--- config.mk ---
export PLATFORM = sky130hd
export DESIGN_NAME = pulse_stretch_mc_flat
export DESIGN_NICKNAME = d
export VERILOG_FILES = /design/src/rtl/pulse_stretch_mc_if.sv /design/src/rtl/pulse_stretch_mc.sv /design/src/flat_wrapper.sv
export SDC_FILE = /design/constraint.sdc
export NUM_CORES = 1
export LEC_CHECK = 0
export ABC_AREA = 1
export BUFFER_PORTS_ARGS = -buffer_cell sky130_fd_sc_hd__buf_4
export CORE_ASPECT_RATIO = 0.5
export CORE_MARGIN = 4
export CORE_UTILIZATION = 48
export DETAILED_ROUTE_END_ITERATION = 16
export PLACE_DENSITY_LB_ADDON = 0.2
export SETUP_SLACK_MARGIN = 0.1
export SYNTH_ARGS = -nofsm -noshare
export SYNTH_HDL_FRONTEND = slang
export SYNTH_SLANG_ARGS = --single-unit
--- constraint.sdc ---
create_clock -name clk -period 1.3 [get_ports clk]
set_input_delay 0.13 -clock clk [delete_from_list [all_inputs] [get_ports clk]]
set_output_delay 0.13 -clock clk [all_outputs]
set_load 0.005 [all_outputs]
--- src/rtl/pulse_stretch_mc_if.sv ---
`default_nettype none
// ============================================================================
// Module : pulse_stretch_mc_if
// Brief  : Trigger/stretch-control/status bundle for pulse_stretch_mc.
// Rev    : 1.0 - initial release
// ============================================================================
interface pulse_stretch_mc_if #(
  parameter int CHANNELS = 4,
  parameter int CNT_W    = 8
);
  logic [CHANNELS-1:0] pulse_in;
  logic [CNT_W-1:0]    stretch_len;
  logic                retrig;
  logic [CHANNELS-1:0] sig_out;
  logic [CHANNELS-1:0] miss;
  logic                busy;

  modport master (
    output pulse_in, stretch_len, retrig,
    input  sig_out, miss, busy
  );

  modport slave (
    input  pulse_in, stretch_len, retrig,
    output sig_out, miss, busy
  );
endinterface
`default_nettype wire

--- src/rtl/pulse_stretch_mc.sv ---
`default_nettype none
// ============================================================================
// Module : pulse_stretch_mc
// Brief  : Multi-lane, counter-based, retriggerable/one-shot pulse stretcher.
// Config : define PULSE_STRETCH_SYNC_EN to add a 2-flop input synchroniser.
// Rev    : 1.0 - initial release
// ============================================================================
module pulse_stretch_mc #(
  parameter int    CHANNELS = 4,
  parameter int    CNT_W    = 8,
  parameter string POLARITY = "HIGH"
) (
  input wire                clk,
  input wire                rst_n,
  pulse_stretch_mc_if.slave bus
);

  typedef enum logic [0:0] {
    S_IDLE    = 1'b0,
    S_STRETCH = 1'b1
  } state_t;

  localparam logic c_ACT_LOW = (POLARITY == "LOW");

  logic [CHANNELS-1:0] w_pin;
  logic [CHANNELS-1:0] w_act;
  logic [CHANNELS-1:0] w_edge;
  logic [CHANNELS-1:0] r_act_d;
  logic [CHANNELS-1:0] w_stretch_nxt;
  logic [CHANNELS-1:0] w_miss_nxt;
  logic [CHANNELS-1:0] r_sig_out;
  logic [CHANNELS-1:0] r_miss;
  logic                r_busy;

`ifdef PULSE_STRETCH_SYNC_EN
  logic [CHANNELS-1:0] r_sync1;
  logic [CHANNELS-1:0] r_sync2;

  always_ff @(posedge clk) begin
    if (!rst_n) begin
      r_sync1 <= {CHANNELS{c_ACT_LOW}};
      r_sync2 <= {CHANNELS{c_ACT_LOW}};
    end else begin
      r_sync1 <= bus.pulse_in;
      r_sync2 <= r_sync1;
    end
  end

  assign w_pin = r_sync2;
`else
  assign w_pin = bus.pulse_in;
`endif

  // Normalise to active-high so the lane logic is polarity-agnostic
  assign w_act  = w_pin ^ {CHANNELS{c_ACT_LOW}};
  assign w_edge = w_act & ~r_act_d;

  always_ff @(posedge clk) begin
    if (!rst_n) begin
      r_act_d <= '0;
    end else begin
      r_act_d <= w_act;
    end
  end

  generate
    for (genvar gi = 0; gi < CHANNELS; gi++) begin : g_lane
      state_t           r_state;
      state_t           w_state_nxt;
      logic [CNT_W-1:0] r_cnt;
      logic [CNT_W-1:0] w_cnt_nxt;
      logic             w_miss_l;

      always_ff @(posedge clk) begin
        if (!rst_n) begin
          r_state <= S_IDLE;
          r_cnt   <= '0;
        end else begin
          r_state <= w_state_nxt;
          r_cnt   <= w_cnt_nxt;
        end
      end

      always_comb begin
        w_state_nxt = r_state;
        w_cnt_nxt   = r_cnt;
        w_miss_l    = 1'b0;
        case (r_state)
          S_IDLE: begin
            if (w_edge[gi]) begin
              w_state_nxt = S_STRETCH;
              w_cnt_nxt   = bus.stretch_len;
            end
          end
          S_STRETCH: begin
            if (w_edge[gi] && bus.retrig) begin
              w_cnt_nxt = bus.stretch_len;
            end else begin
              // One-shot: the edge is flagged but the countdown proceeds
              w_miss_l = w_edge[gi];
              if (r_cnt == '0) begin
                w_state_nxt = S_IDLE;
              end else begin
                w_cnt_nxt = r_cnt - 1'b1;
              end
            end
          end
          default: begin
            w_state_nxt = S_IDLE;
          end
        endcase
      end

      assign w_stretch_nxt[gi] = (w_state_nxt == S_STRETCH);
      assign w_miss_nxt[gi]    = w_miss_l;
    end
  endgenerate

  // Outputs follow the next-state so they line up with the lane state
  always_ff @(posedge clk) begin
    if (!rst_n) begin
      r_sig_out <= {CHANNELS{c_ACT_LOW}};
      r_miss    <= '0;
      r_busy    <= 1'b0;
    end else begin
      r_sig_out <= w_stretch_nxt ^ {CHANNELS{c_ACT_LOW}};
      r_miss    <= w_miss_nxt;
      r_busy    <= |w_stretch_nxt;
    end
  end

  assign bus.sig_out = r_sig_out;
  assign bus.miss    = r_miss;
  assign bus.busy    = r_busy;

endmodule
`default_nettype wire
--- src/flat_wrapper.sv ---
// flat-port wrapper written by rule: the top's interface ports become plain ports
module pulse_stretch_mc_flat 
#(
  parameter int    CHANNELS = 4,
  parameter int    CNT_W    = 8,
  parameter string POLARITY = "    "
)
  (clk, rst_n, bus_pulse_in, bus_stretch_len, bus_retrig, bus_sig_out, bus_miss, bus_busy);
  pulse_stretch_mc_if #(.CHANNELS(CHANNELS), .CNT_W(CNT_W)) bus_i ();
  input wire clk;
  input wire rst_n;
  input wire logic [$bits(bus_i.pulse_in)-1:0] bus_pulse_in;
  input wire logic [$bits(bus_i.stretch_len)-1:0] bus_stretch_len;
  input wire logic [$bits(bus_i.retrig)-1:0] bus_retrig;
  output wire logic [$bits(bus_i.sig_out)-1:0] bus_sig_out;
  output wire logic [$bits(bus_i.miss)-1:0] bus_miss;
  output wire logic [$bits(bus_i.busy)-1:0] bus_busy;
  assign bus_i.pulse_in = bus_pulse_in;
  assign bus_i.stretch_len = bus_stretch_len;
  assign bus_i.retrig = bus_retrig;
  assign bus_sig_out = bus_i.sig_out;
  assign bus_miss = bus_i.miss;
  assign bus_busy = bus_i.busy;
  pulse_stretch_mc #(.CHANNELS(CHANNELS), .CNT_W(CNT_W), .POLARITY(POLARITY)) u_core (.clk(clk), .rst_n(rst_n), .bus(bus_i));
endmodule
==> results of run 1 <==
-- power by group through the flow --
| stage | logic (mW) | registers (mW) | clock network [mW] |
|---|---|---|---|
| global placement | 1.48 | 1.67 | 0 |
| floorplan | 1.03 | 1.67 | 0 |
| global route | 2.07 | 1.69 | 1.59 |
| CTS | 1.72 | 1.66 | 1.54 |
| detailed placement | 1.54 | 1.67 | 0 |
| finish | 1.89 | 1.68 | 1.51 |
-- layout by cell type (no fill, tap or decap), types with 2 or more instances in the layout --
| master | n |
|---|---|
| sky130_fd_sc_hd__o21bai_1 | 3 |
| sky130_fd_sc_hd__o21ai_1 | 19 |
| sky130_fd_sc_hd__o21ai_0 | 11 |
| sky130_fd_sc_hd__nand3_1 | 34 |
| sky130_fd_sc_hd__dfxtp_1 | 36 |
| sky130_fd_sc_hd__inv_2 | 19 |
| sky130_fd_sc_hd__a31oi_1 | 2 |
| sky130_fd_sc_hd__nand3_4 | 4 |
| sky130_fd_sc_hd__ha_4 | 4 |
| sky130_fd_sc_hd__a21oi_2 | 5 |
| sky130_fd_sc_hd__inv_1 | 38 |
| sky130_fd_sc_hd__buf_4 | 61 |
| sky130_fd_sc_hd__nor2_4 | 19 |
| sky130_fd_sc_hd__a21oi_1 | 7 |
| sky130_fd_sc_hd__clkbuf_16 | 5 |
| sky130_fd_sc_hd__or2_0 | 2 |
| sky130_fd_sc_hd__nor4_1 | 3 |
| sky130_fd_sc_hd__nand2_2 | 13 |
| sky130_fd_sc_hd__dfxtp_2 | 9 |
| sky130_fd_sc_hd__nand2_4 | 2 |
| sky130_fd_sc_hd__nor3_1 | 2 |
| sky130_fd_sc_hd__buf_6 | 8 |
| sky130_fd_sc_hd__nand3_2 | 8 |
| sky130_fd_sc_hd__nor2_2 | 12 |
| sky130_fd_sc_hd__o21bai_4 | 2 |
| sky130_fd_sc_hd__o21ai_2 | 9 |
| sky130_fd_sc_hd__nor2_1 | 30 |
| sky130_fd_sc_hd__nand2_1 | 111 |
-- metrics by stage --
stage	worst slack, ns	instance area [um2]	hold WS, ns	TNS (ns)	utilization (%)
after CTS	-0.0783	3670	0.0271	-0.855	70.8
after detailed placement	-0.0850	3280	0.328	-0.644	63.3
after floorplan	0.00919	2800	0.223	0	-
after global placement	-0.0359	3280	0.324	-0.0644	63.3
final	-0.119	3820	0.0299	-1.21	73.8
after global routing	-0.175	3820	0.0393	-3.57	73.8
-- flip-flops by register name, summed over array words and instances (netlist names) --
signal and flops:
u_core.g_lane.r_state 1, u_core.bus.sig_out 3, u_core.bus.miss 4, u_core.bus.busy 1
u_core.g_lane.r_cnt 32, u_core.r_act_d 4
-- metal layers --
metal,share of wire (%),vias to the layer above,routed length (um),global-route usage (%)
li1,-,1473,-,-
met1,43,1416,3570,29.8
met2,49,87,4060,43.3
met3,5.9,13,487,6.18
met4,1.3,0,110,7.28
met5,0,-,0,0
-- cell type report --
class                      instances  area [um2]  share of cell area [%]
clock buffer                       6         139                    3.63
clock inverter                     2        37.5                   0.982
inverter                          58         220                    5.76
multi-input combinational        307        1820                    47.5
sequential                        45         912                    23.9
tap                               70        87.6                    2.29
timing repair buffer              72         611                    16.0
-- worst max-delay path by stage --
stage	startpoint	slack [ns]	endpoint	depth (start not counted)
3_3_place_gp	u_core.g_lane[2].r_cnt[1]$_SDFFE_PN0P_	-0.04	u_core.g_lane[2].r_cnt[6]$_SDFFE_PN0P_	9
5_1_grt	u_core.g_lane[2].r_cnt[1]$_SDFFE_PN0P_	-0.17	u_core.g_lane[2].r_cnt[6]$_SDFFE_PN0P_	9
2_1_floorplan	u_core.g_lane[0].r_cnt[1]$_SDFFE_PN0P_	0.009	u_core.bus.busy$_SDFF_PN0_	9
6_report	u_core.g_lane[3].r_cnt[0]$_SDFFE_PN0P_	-0.12	u_core.bus.busy$_SDFF_PN0_	11
4_1_cts	u_core.g_lane[2].r_cnt[1]$_SDFFE_PN0P_	-0.08	u_core.bus.busy$_SDFF_PN0_	9
3_5_place_dp	u_core.g_lane[2].r_cnt[1]$_SDFFE_PN0P_	-0.08	u_core.g_lane[2].r_cnt[6]$_SDFFE_PN0P_	9
-- worst register-to-register path, stage by stage, from the launching register on --
cell	delay (ns)
sky130_fd_sc_hd__dfxtp_1	0.31
sky130_fd_sc_hd__inv_2	0.08
sky130_fd_sc_hd__ha_4	0.14
sky130_fd_sc_hd__inv_2	0.04
sky130_fd_sc_hd__nor2_4	0.13
sky130_fd_sc_hd__nand3_4	0.10
sky130_fd_sc_hd__nor2_4	0.12
sky130_fd_sc_hd__nor2_4	0.06
sky130_fd_sc_hd__inv_4	0.11
sky130_fd_sc_hd__nand2_1	0.07
sky130_fd_sc_hd__nor2_1	0.11
sky130_fd_sc_hd__nor2_1	0.05
-- what timing repair did --
action,in CTS,in global routing
endpoints found under the hold margin,0,0
setup buffers,4,6
resized for setup,46,36
pin swaps,23,29
cloned,1,0
endpoints found under the setup margin,36,37
-- cells by family (layout without fill, tap and decap cells) --
| kind of cell | count (synthesis) | count (layout) |
|---|---|---|
| AOI/OAI and AO/OA | 61 | 61 |
| xor gates and xnor gates | 1 | 1 |
| adders and majority gates | 4 | 4 |
| buffers and inverters | 71 | 138 |
| DFF | 45 | 45 |
| and+or+nand+nor | 241 | 241 |
==> results.txt, run 1 <==
In the synthesized netlist the dominant register cell turns out to be sky130_fd_sc_hd__dfxtp_1. The worst hold path begins at bus_pulse_in[1]. The post-synthesis to final-layout area growth is 41.4%. Setup repair after global routing could not meet its margin everywhere. The detailed-placement wirelength estimate came out at 5530 um. The portion of netlist area occupied by mux cells came out at 0%. The clock network fraction of design power is 29.8%. The headroom to the max-slew limit came out at 72.0%.

The number of nets in the synthesized netlist is 442. Of all cell types, the one taking the most synthesized area is sky130_fd_sc_hd__dfxtp_1. The remaining antenna violation count is 0. The number of global-route vias before repair is 2,907.

In the post-synthesis netlist, the biggest area contributors are sky130_fd_sc_hd__dfxtp_1, sky130_fd_sc_hd__nand2_1, sky130_fd_sc_hd__nand3_1. The fraction of the mapped netlist area in simple logic gates is 39.9%. By area, the combinational part of the netlist is dominated by simple AND/OR/NAND/NOR gates. The commonest cells after synthesis are sky130_fd_sc_hd__nand2_1, sky130_fd_sc_hd__inv_1, sky130_fd_sc_hd__dfxtp_1, sky130_fd_sc_hd__nand3_1, sky130_fd_sc_hd__nor2_1. The power density normalized to cell area is 1330 mW/mm2.

The area fraction of the dominant cell type after synthesis is 33.3%. The internal power is 3.32 mW. The count of flip-flops with a built-in enable after synthesis is 0. The number of hold buffers added after CTS was 0. The terminating pin of the worst hold path is u_core.r_act_d[1]$_SDFF_PN0_. The initial standard-cell utilization of the core is 52.2%. The final-layout fill cell count came out at 408. The worst-case register-to-register setup slack is -0.12 ns.

The share of the cycle needed by the critical path after routing came out at 109%. The post-detailed-route via-to-cell ratio is 5.34. The number of detailed-route iterations in the first pass came out at 5. The number of cells on the worst reg-to-reg path is 11. Summing internal, switching and leakage power gives 5.08 mW. Yosys instantiated no cell more often than sky130_fd_sc_hd__nand2_1. The worst register-to-register path begins at u_core.g_lane[3].r_cnt[0]$_SDFFE_PN0P_. The area enclosed by the die boundary came out at 0.00697 mm2. At the worst endpoint, the required time is 1.49 ns. Synthesis inferred 45 register bits. For the worst setup path, the data arrival time is 1.61 ns. For this run, design rule violations remaining after detail routing come to 0. The async set or reset register ratio after synthesis came out at 0%. TritonCTS built the clock tree. The clock-pin slew on the worst setup and hold paths is 0.06 ns. The highest clock rate came out at 705 MHz. The core outline area is 0.00518 mm2. On the critical path the largest part of the delay comes from simple AND/OR/NAND/NOR gates.

The share of the synthesized area in compound gates (AO/OA/AOI/OAI) came out at 13.6%. The switching power as a share of total power came out at 34.7%. For the worst-skew pair, the clock arrives at the later sink with an insertion delay of 0.29 ns. The worst clock skew is 0.00523 ns.

The slowest stage of the critical path is the sky130_fd_sc_hd__dfxtp_1 cell. In this run the core area contains 18 standard-cell rows. A synthesized cell averages 6.40 um2. After Yosys synthesis, XOR and XNOR cells account for 0.324% of the synthesized area. The number of buffers and inverters on the critical path is 3. The maximum vdd drop came out at 0.000952 V. The total inserted antenna cells came out at 0.

Max-cap violations in this run came to 0. The final reports fail on negative setup slack. From bottom edge to top edge, the die measures 61.1 um.

The worst-case clock buffer depth came out at 2. The path type of the worst min-delay path is input port to flip-flop. The endpoint identified for the worst register-to-register timing path is u_core.bus.busy$_SDFF_PN0_. The number of setup violations in the final report came out at 22.

The power dissipated by switching net loads is 1.76 mW. The max-slew violation total from the final report came to 0. The combinational group share of total power is 37.2%. Walking the worst path, the cells encountered are inv_2, ha_4, inv_2, nor2_4, nand3_4, nor2_4, nor2_4, inv_4, nand2_1, nor2_1, nor2_1.

The number of I/O pins came out at 24. The weighted congestion at the end of routability-driven global placement is 0.898. The final cell count without fillers is 560. The critical path is of the flip-flop to flip-flop type. The final critical-path required period is 1.42 ns. The static leakage power came out at 1.82 nW. The instance count of the mapped netlist came out at 423. The largest single stage delay on the critical path is 0.31 ns. Clock tree synthesis selected as its root buffer the cell sky130_fd_sc_hd__clkbuf_16.

The aggregate routed wire length is 8230 um. STA classifies the critical path startpoint as a flip-flop. The number of placed instances, taps included came out at 541. The detailed-route via count is 2,989.

For this run, the number of Yosys warnings is 0. The run finished, with violations left. Counting distinct cell types in the post-synthesis netlist gives 31. The die is 114 um wide. The number of cells on the worst hold path is 3. The number of antenna violations at the first check in global routing is 0. The global-route usage over all layers is 24.3%. The clock tree synthesis step divided the H-tree into 2 levels. The clock buffer count from CTS came out at 5. Across all setup checks in the final design, the least slack found is -0.119 ns. The remaining global-route overflow is 0. During placement, the flow inserted port buffers numbering 23. Of the synthesized area, sequential elements account for 33.3%. The sequential share of power came out at 33.0%. The share of synthesized cell area in full adder, half adder and majority cells came out at 1.85%. The actual transition at the worst max-transition pin came out at 0.418 ns. The initial detailed-routing violation count came out at 272. Of all nets on the critical path, the largest fanout is 5.

The first-pass GRT wire length is 13,300 um. The proportion of layout cells with a drive suffix above 1 came out at 38.6%. The clock sink count came out at 45. The mapped netlist covers 0.00271 mm2. The number of endpoints with negative hold slack in the final report was 0. The most prevalent standard cell on the critical path is sky130_fd_sc_hd__nor2_4. The pin count of the biggest net entering global routing is 18. The final net count came out at 508. In the final routed layout, each cell accounts on average for 14.7 um. The worst setup path is captured at a flip-flop.
No activity file was read; power rests on OpenSTA's default activity.
==> run 2: changes to the inputs <==
- PLACE_DENSITY_LB_ADDON: 0.2 -> 0.08
==> results.txt, run 2 (synthesized netlist as in run 1, its figures left out) <==
The run finished, with violations left. The checks that failed: negative setup slack. The number of I/O pins is 24 (unchanged). The power density normalized to cell area came out at 1270 mW/mm2 (-4.3%). The setup TNS after final layout is -0.933 ns (+0.282 ns).

The cell sitting at the root of the clock tree is a sky130_fd_sc_hd__clkbuf_16. The CTS tree is built. The global-route usage over all layers came out at 24.0% (-0.23 points).

The maximum net fanout on the critical path is 6 (+1). In this run the worst hold path is classified as input port to flip-flop. The initial standard-cell utilization of the core is 52.2% (unchanged). The remaining global-route overflow is 0 (unchanged). The max-capacitance violation count came out at 0 (unchanged). The number of cells on the worst hold path is 3 (unchanged). The average wire per cell in the routed design is 14.4 um (-1.7%). The family with the most delay on the worst path is simple AND/OR/NAND/NOR gates. The static leakage power is 1.84 nW (+1.4%). The number of placed instances, taps included is 544 (+0.55%).

Setup repair after global routing could not meet its margin everywhere. The minimum setup slack in the final design came out at -0.102 ns (+0.0166 ns). The number of endpoints with negative hold slack in the final report is 0 (unchanged). The required time of the worst setup path came to 1.49 ns (about the same). The launching element type of the critical path is a flip-flop. The H-tree depth reported by CTS came out at 2 (unchanged). In this run the worst setup path terminates at u_core.bus.busy$_SDFF_PN0_. The worst slack on hold paths came out at 0.0252 ns (-0.00473 ns). The worst clock skew was 0.00638 ns (+0.00115 ns).

The actual transition at the worst max-transition pin was 0.340 ns (-0.0783 ns). The overall die height came out at 61.1 um (unchanged). Leaving out fill and tap cells, the most frequent cell in the layout is sky130_fd_sc_hd__nand2_1. The final-layout fill cell count came out at 420 (+2.9%). The pin count of the biggest net entering global routing came out at 18 (unchanged).

The cell with the largest stage delay on the worst path is sky130_fd_sc_hd__dfxtp_2. The number of buffers and inverters on the critical path came out at 2 (-1). The first element of the critical path is u_core.g_lane[0].r_cnt[1]$_SDFFE_PN0P_.

Ranked by flip-flop count, first place goes to u_core.g_lane.r_cnt. The worst-case clock buffer depth came out at 2 (unchanged). The source of the worst register-to-register timing path is u_core.g_lane[0].r_cnt[1]$_SDFFE_PN0P_.

The clock-pin slew on the worst setup and hold paths came out at 0.07 ns (about the same). The chip width came out at 114 um (unchanged). The count of port buffers added during placement is 23 (unchanged).

The weighted congestion at the end of routability-driven global placement is 0.919 (+2.3%). The number of detailed-route iterations in the first pass came out at 5 (unchanged). The clock sink count is 45 (unchanged). The maximum vdd drop is 0.000758 V (-20%). The sort of element at the end of the critical path is a flip-flop. The clock latency on the worst-skew pair is 0.30 ns (about the same).

The number of standard-cell rows in the floorplan came to 18 (unchanged). The max-slew violation total from the final report came out at 0 (unchanged). The detailed-route via count came to 3,034 (+1.5%). The final net count came out at 512 (+0.79%). The remaining antenna violation count is 0 (unchanged). The number of antenna violations at the first check in global routing came out at 0 (unchanged). Walking the worst path, the cells encountered are inv_2, ha_4, inv_2, nor2_4, nand3_4, o21bai_4, nand2_1, nor2_1, nor2_1. The arrival time of the worst setup path is 1.59 ns (-0.02 ns). The final critical-path required period is 1.40 ns (-0.0166 ns). The number of global-route vias before repair came out at 2,958 (+1.8%).

The total inserted antenna cells is 0 (unchanged). The aggregate routed wire length is 8140 um (-1.0%). The share of the cycle needed by the critical path after routing is 108% (-1.3 points).

The critical path is of the flip-flop to flip-flop type. The total power came out at 4.91 mW (-3.3%). The critical path depth in cells is 9 (-2). The depth of the worst register-to-register path is 9 (-2).

The number of setup violations in the final report is 22 (unchanged). Leaving out fill and tap cells, the most frequent cells in the layout are sky130_fd_sc_hd__nand2_1, sky130_fd_sc_hd__buf_4, sky130_fd_sc_hd__inv_1. The worst-case register-to-register setup slack came out at -0.10 ns (+0.02 ns). The final cell count without fillers came out at 564 (+0.71%). The initial detailed-routing violation count is 220 (-19%).

The area enclosed by the die boundary is 0.00697 mm2 (unchanged). The post-detailed-route via-to-cell ratio came to 5.38 (+0.79%). The headroom to the max-slew limit is 77.3% (+5.2 points). The first-pass GRT wire length came to 13,100 um (-1.5%). The area growth from synthesis to layout is 42.8%. The highest clock rate is 713 MHz (+1.2%).

The clock buffer count from CTS is 5 (unchanged). The largest stage delay on the critical path came out at 0.33 ns (+0.02 ns). The proportion of layout cells with a drive suffix above 1 came out at 39.9% (+1.3 points). The count of unresolved DRC violations after routing is 0 (unchanged). The detailed-placement wirelength estimate is 5560 um (+0.50%). In this run the critical register-to-register path is captured at u_core.bus.busy$_SDFF_PN0_. The core outline area is 0.00518 mm2 (unchanged). The flip-flop count of the largest register after layout was 32 (unchanged).
-- run 2: cell types whose count changed in the layout (fill, tap and decap cells not counted), moves of 2 or more --
| cell | previous run | this run |
|---|---|---|
| sky130_fd_sc_hd__a21oi_1 | 7 | 3 |
| sky130_fd_sc_hd__a21oi_2 | 5 | 9 |
| sky130_fd_sc_hd__buf_6 | 8 | 12 |
| sky130_fd_sc_hd__nor2_1 | 30 | 34 |
| sky130_fd_sc_hd__nor2_2 | 12 | 8 |
| sky130_fd_sc_hd__dfxtp_1 | 36 | 33 |
| sky130_fd_sc_hd__dfxtp_2 | 9 | 12 |
| sky130_fd_sc_hd__nand2_1 | 111 | 108 |
| sky130_fd_sc_hd__clkinv_2 | 0 | 2 |
| sky130_fd_sc_hd__inv_2 | 19 | 17 |
| sky130_fd_sc_hd__nand2_4 | 2 | 4 |
-- run 2: layer usage --
metal / part of all wire (%) / track usage [%] / up-vias / routed length, um
li1: - / - / 1476 / -
met1: 44 / 28.7 / 1448 / 3590
met2: 48 / 43.8 / 86 / 3880
met3: 5.7 / 4.81 / 24 / 466
met4: 2.5 / 9.98 / 0 / 205
met5: 0 / 0 / - / 0
-- run 2: worst min path at each step --
stage | from | end | slack (ns)
detailed placement | bus_pulse_in[1] | u_core.r_act_d[1]$_SDFF_PN0_ | 0.34
CTS | bus_pulse_in[1] | u_core.r_act_d[1]$_SDFF_PN0_ | 0.02
finish | bus_pulse_in[1] | u_core.r_act_d[1]$_SDFF_PN0_ | 0.03
floorplan | bus_pulse_in[0] | u_core.r_act_d[0]$_SDFF_PN0_ | 0.22
global placement | bus_pulse_in[2] | u_core.r_act_d[2]$_SDFF_PN0_ | 0.33
global route | bus_pulse_in[2] | u_core.r_act_d[2]$_SDFF_PN0_ | 0.05
-- run 2: area by class of cell --
type                    count  area (um2)  area share [%]
clock buffers               5         125            3.24
clock inverters             3        17.5           0.453
inverters                  58         223            5.76
multi-input cells         307        1830            47.3
flip-flops and latches     45         916            23.7
well taps                  70        87.6            2.27
repair buffers             76         668            17.3
-- run 2: where the power goes --
group	switching, mW	internal (mW)
Clock	0.578	0.706
Sequential	0.149	1.54
Combinational	1.07	0.875
-- run 2: worst reg2reg max path: cells and delay by family, from the launching register on --
kind,cells,cell delay [ns]
adder cells (fa/ha/maj),1,0.13
AO/OA/AOI/OAI,1,0.28
flip-flops,1,0.33
buffers and inverters,2,0.11
AND/OR/NAND/NOR,5,0.44
-- run 2: metrics by stage --
step                      cell area [um2]  utilization, %  worst slack, ns
after detailed placement             3320            64.0          -0.0720
after CTS                            3710            71.7          -0.0871
final                                3860            74.6           -0.102
after global routing                 3860            74.6           -0.158
after global placement               3320            64.0          -0.0294
after floorplan                      2800               -          0.00919
-- run 2: repair_timing --
item                                    CTS  global route
cloned                                    1             0
pin swaps                                32            25
resized for setup                        53            39
endpoints found under the setup margin   36            36
setup buffers                             7             4
hold buffers                              0             0
==> run 3: changes to the inputs <==
- TNS_END_PERCENT: not set -> 5
==> results.txt, run 3 (synthesized netlist as in run 1, its figures left out) <==
The flow ran to the end, but the final reports show violations. The final reports fail on negative setup slack. The worst-case register-to-register setup slack came out at -0.05 ns (+0.05 ns). The top register by number of flip-flops is u_core.g_lane.r_cnt. The total inserted antenna cells came to 0 (unchanged). The placement-stage cell area is 0.00328 mm2 (-1.0%). The weighted congestion at the end of routability-driven global placement is 0.945 (+2.8%).

The flip-flop count of the largest register after layout is 32 (unchanged). The wire length on met3 is 490 um (+5.2%). The core outline area is 0.00518 mm2 (unchanged). The clock buffer count from CTS came out at 5 (unchanged). The source of the worst register-to-register timing path is u_core.g_lane[2].r_cnt[1]$_SDFFE_PN0P_. The routed length on met1 is 3340 um (-6.8%). The max-capacitance violation count came out at 0 (unchanged).

The setup slack at placement came out at -0.0658 ns (+0.00619 ns). The static leakage power came out at 1.72 nW (-6.8%). The pin count of the biggest net entering global routing is 22 (+4). The initial standard-cell utilization of the core was 52.2% (unchanged).

The worst setup path is launched from a flip-flop. The number of buffers and inverters on the critical path is 2 (unchanged). The setup TNS after final layout is -0.583 ns (+0.350 ns). The count of port buffers added during placement came out at 23 (unchanged). The endpoint identified for the worst register-to-register timing path is u_core.g_lane[2].r_cnt[2]$_SDFFE_PN0P_. The slowest stage of the critical path belongs to the cell sky130_fd_sc_hd__dfxtp_2. The root buffer cell chosen for the clock tree is sky130_fd_sc_hd__clkbuf_16. The clock-pin slew on the worst setup and hold paths is 0.06 ns (about the same). The chip width came to 114 um (unchanged).

The number of antenna violations at the first check in global routing is 0 (unchanged). The final critical-path required period is 1.35 ns (-0.0476 ns). The area enclosed by the die boundary is 0.00697 mm2 (unchanged). The number of detailed-route iterations in the first pass was 6 (+1). The detailed-route via count came out at 2,904 (-4.3%). The remaining antenna violation count is 0 (unchanged). The actual transition at the worst max-transition pin is 0.341 ns (+0.00153 ns). The average wire per cell in the routed design is 13.3 um (-7.8%). The highest clock rate is 738 MHz (+3.5%).

The maximum vdd drop is 0.00112 V (+48%). The number of setup violations in the final report is 18 (-18%). The final net count came out at 498 (-2.7%).

The proportion of layout cells with a drive suffix above 1 is 29.6% (-10 points). The headroom to the max-slew limit is 77.2% (-0.10 points). The worst-case clock buffer depth is 2 (unchanged).

The number of I/O pins came out at 24 (unchanged). The initial detailed-routing violation count was 252 (+15%). Setup repair after global routing could not meet its margin everywhere. The final cell area excluding filler cells is 0.00353 mm2 (-8.7%). The post-detailed-route via-to-cell ratio came out at 5.28 (-1.8%). The startpoint identified for the worst hold timing path is bus_pulse_in[1].

The depth of the worst register-to-register path is 9 (unchanged). The hold buffer count at cts is 0 (unchanged). The buffers inserted during post-CTS setup optimization came out at 0 (-7). The maximum net fanout on the critical path is 6 (unchanged).

The clock sink count came to 45 (unchanged). The power density normalized to cell area came out at 1300 mW/mm2 (+1.9%). In this run the top signal layer used is met4. The post-synthesis to final-layout area growth came out at 30.4%. The global-route usage over all layers came out at 22.9% (-1.1 points).

The H-tree depth reported by CTS came out at 2 (unchanged). The worst clock skew came out at 0.00487 ns (-0.00151 ns). The terminating pin of the worst hold path is u_core.r_act_d[1]$_SDFF_PN0_. The number of global-route vias before repair is 2,675 (-9.6%). The max-slew violation total from the final report came out at 0 (unchanged). The minimum setup slack in the final design came to -0.0545 ns (+0.0476 ns). The clock latency on the worst-skew pair came out at 0.30 ns (about the same). The share of the cycle needed by the critical path after routing came out at 104% (-3.7 points). The largest stage delay on the critical path is 0.32 ns (about the same). The path type of the worst min-delay path is input port to flip-flop.

The number of standard-cell rows in the floorplan is 18 (unchanged). The number of cells on the worst hold path is 3 (unchanged). The overall die height is 61.1 um (unchanged).

The remaining global-route overflow came out at 0 (unchanged). The detailed-placement wirelength estimate is 5270 um (-5.1%). The required time of the worst setup path was 1.49 ns (about the same). The first-pass GRT wire length came out at 12,500 um (-4.9%). The number of endpoints with negative hold slack in the final report is 0 (unchanged).

The start-to-end type of the worst setup path is flip-flop to flip-flop. Tracing the worst setup path back leads to its startpoint at u_core.g_lane[2].r_cnt[1]$_SDFFE_PN0P_. The top cell types in the final layout, fill and taps aside, are sky130_fd_sc_hd__nand2_1, sky130_fd_sc_hd__buf_4, sky130_fd_sc_hd__dfxtp_1.

The amount of wire on met2 after detailed routing came out at 3410 um (-12%). The arrival time of the worst setup path is 1.54 ns (-0.05 ns). The critical path goes through inv_2, ha_4, inv_2, nor2_4, nand3_4, o21bai_4, nor2_4, nand2_1, nand2_1. The library cell used most frequently in the layout, excluding fill and tap cells, is sky130_fd_sc_hd__nand2_1. The count of unresolved DRC violations after routing is 0 (unchanged). The CTS tree is built.

Broken down by cell family, the worst path's largest delay share belongs to simple AND/OR/NAND/NOR gates. The aggregate routed wire length came out at 7320 um (-10%). The worst setup path is captured at a flip-flop.
==> run 3: cell types whose count changed in the layout (fill, tap and decap cells not counted), sizes merged <==
cell      delta
clkbuf       +1
buf         -14
clkinvlp     -1
==> run 3: metal layers <==
metal / vias to the layer above / GRT usage [%]
met2: 100 / 39.6
met1: 1338 / 29.5
met5: - / 0
met4: 0 / 6.94
met3: 11 / 5.20
li1: 1455 / -
==> run 3: metrics by stage <==
| stage | cells | power, mW | hold slack, ns | util (%) |
|---|---|---|---|---|
| final | 550 | 4.57 | 0.0336 | 68.1 |
| after global placement | 542 | 3.15 | 0.327 | 63.4 |
| after detailed placement | 542 | 3.20 | 0.331 | 63.4 |
| after global routing | 550 | 4.87 | 0.0370 | 68.1 |
| after floorplan | 423 | 2.68 | 0.223 | - |
| after CTS | 550 | 4.54 | 0.0276 | 67.3 |
==> run 3: power breakdown <==
part	internal (mW)	switching, mW
sequential	1.53	0.127
combinational	0.704	0.931
clock	0.708	0.569
total	2.94	1.63
==> run 3: worst max-delay path by stage <==
stage | slack, ns | to | depth (start not counted)
global route | -0.15 | u_core.g_lane[3].r_cnt[0]$_SDFFE_PN0P_ | 11
finish | -0.05 | u_core.g_lane[2].r_cnt[2]$_SDFFE_PN0P_ | 9
floorplan | 0.007 | u_core.bus.busy$_SDFF_PN0_ | 9
global placement | -0.06 | u_core.bus.busy$_SDFF_PN0_ | 9
detailed placement | -0.07 | u_core.g_lane[2].r_cnt[6]$_SDFFE_PN0P_ | 9
CTS | -0.08 | u_core.bus.busy$_SDFF_PN0_ | 9
==> run 3: area by class of cell <==
type / count / area, um2
tap: 70 / 87.6
clock inverter: 2 / 10.0
timing repair buffer: 62 / 502
inverter: 58 / 218
sequential: 45 / 907
fill: 465 / 1650
multi-input combinational: 307 / 1670
clock buffer: 6 / 129
==> run 3: worst register-to-register path: cells and delay by family, from the launching register on <==
kind,cells,cell delay (ns)
fa+ha+maj,1,0.14
simple gates,5,0.43
flops,1,0.32
buf+inv,2,0.11
compound gates,1,0.26
==> run 3: timing repair <==
| action | 4_1_cts | 5_1_grt |
|---|---|---|
| resized for setup | 21 | 10 |
| endpoints found under the setup margin | 36 | 37 |
| pin swaps | 23 | 6 |
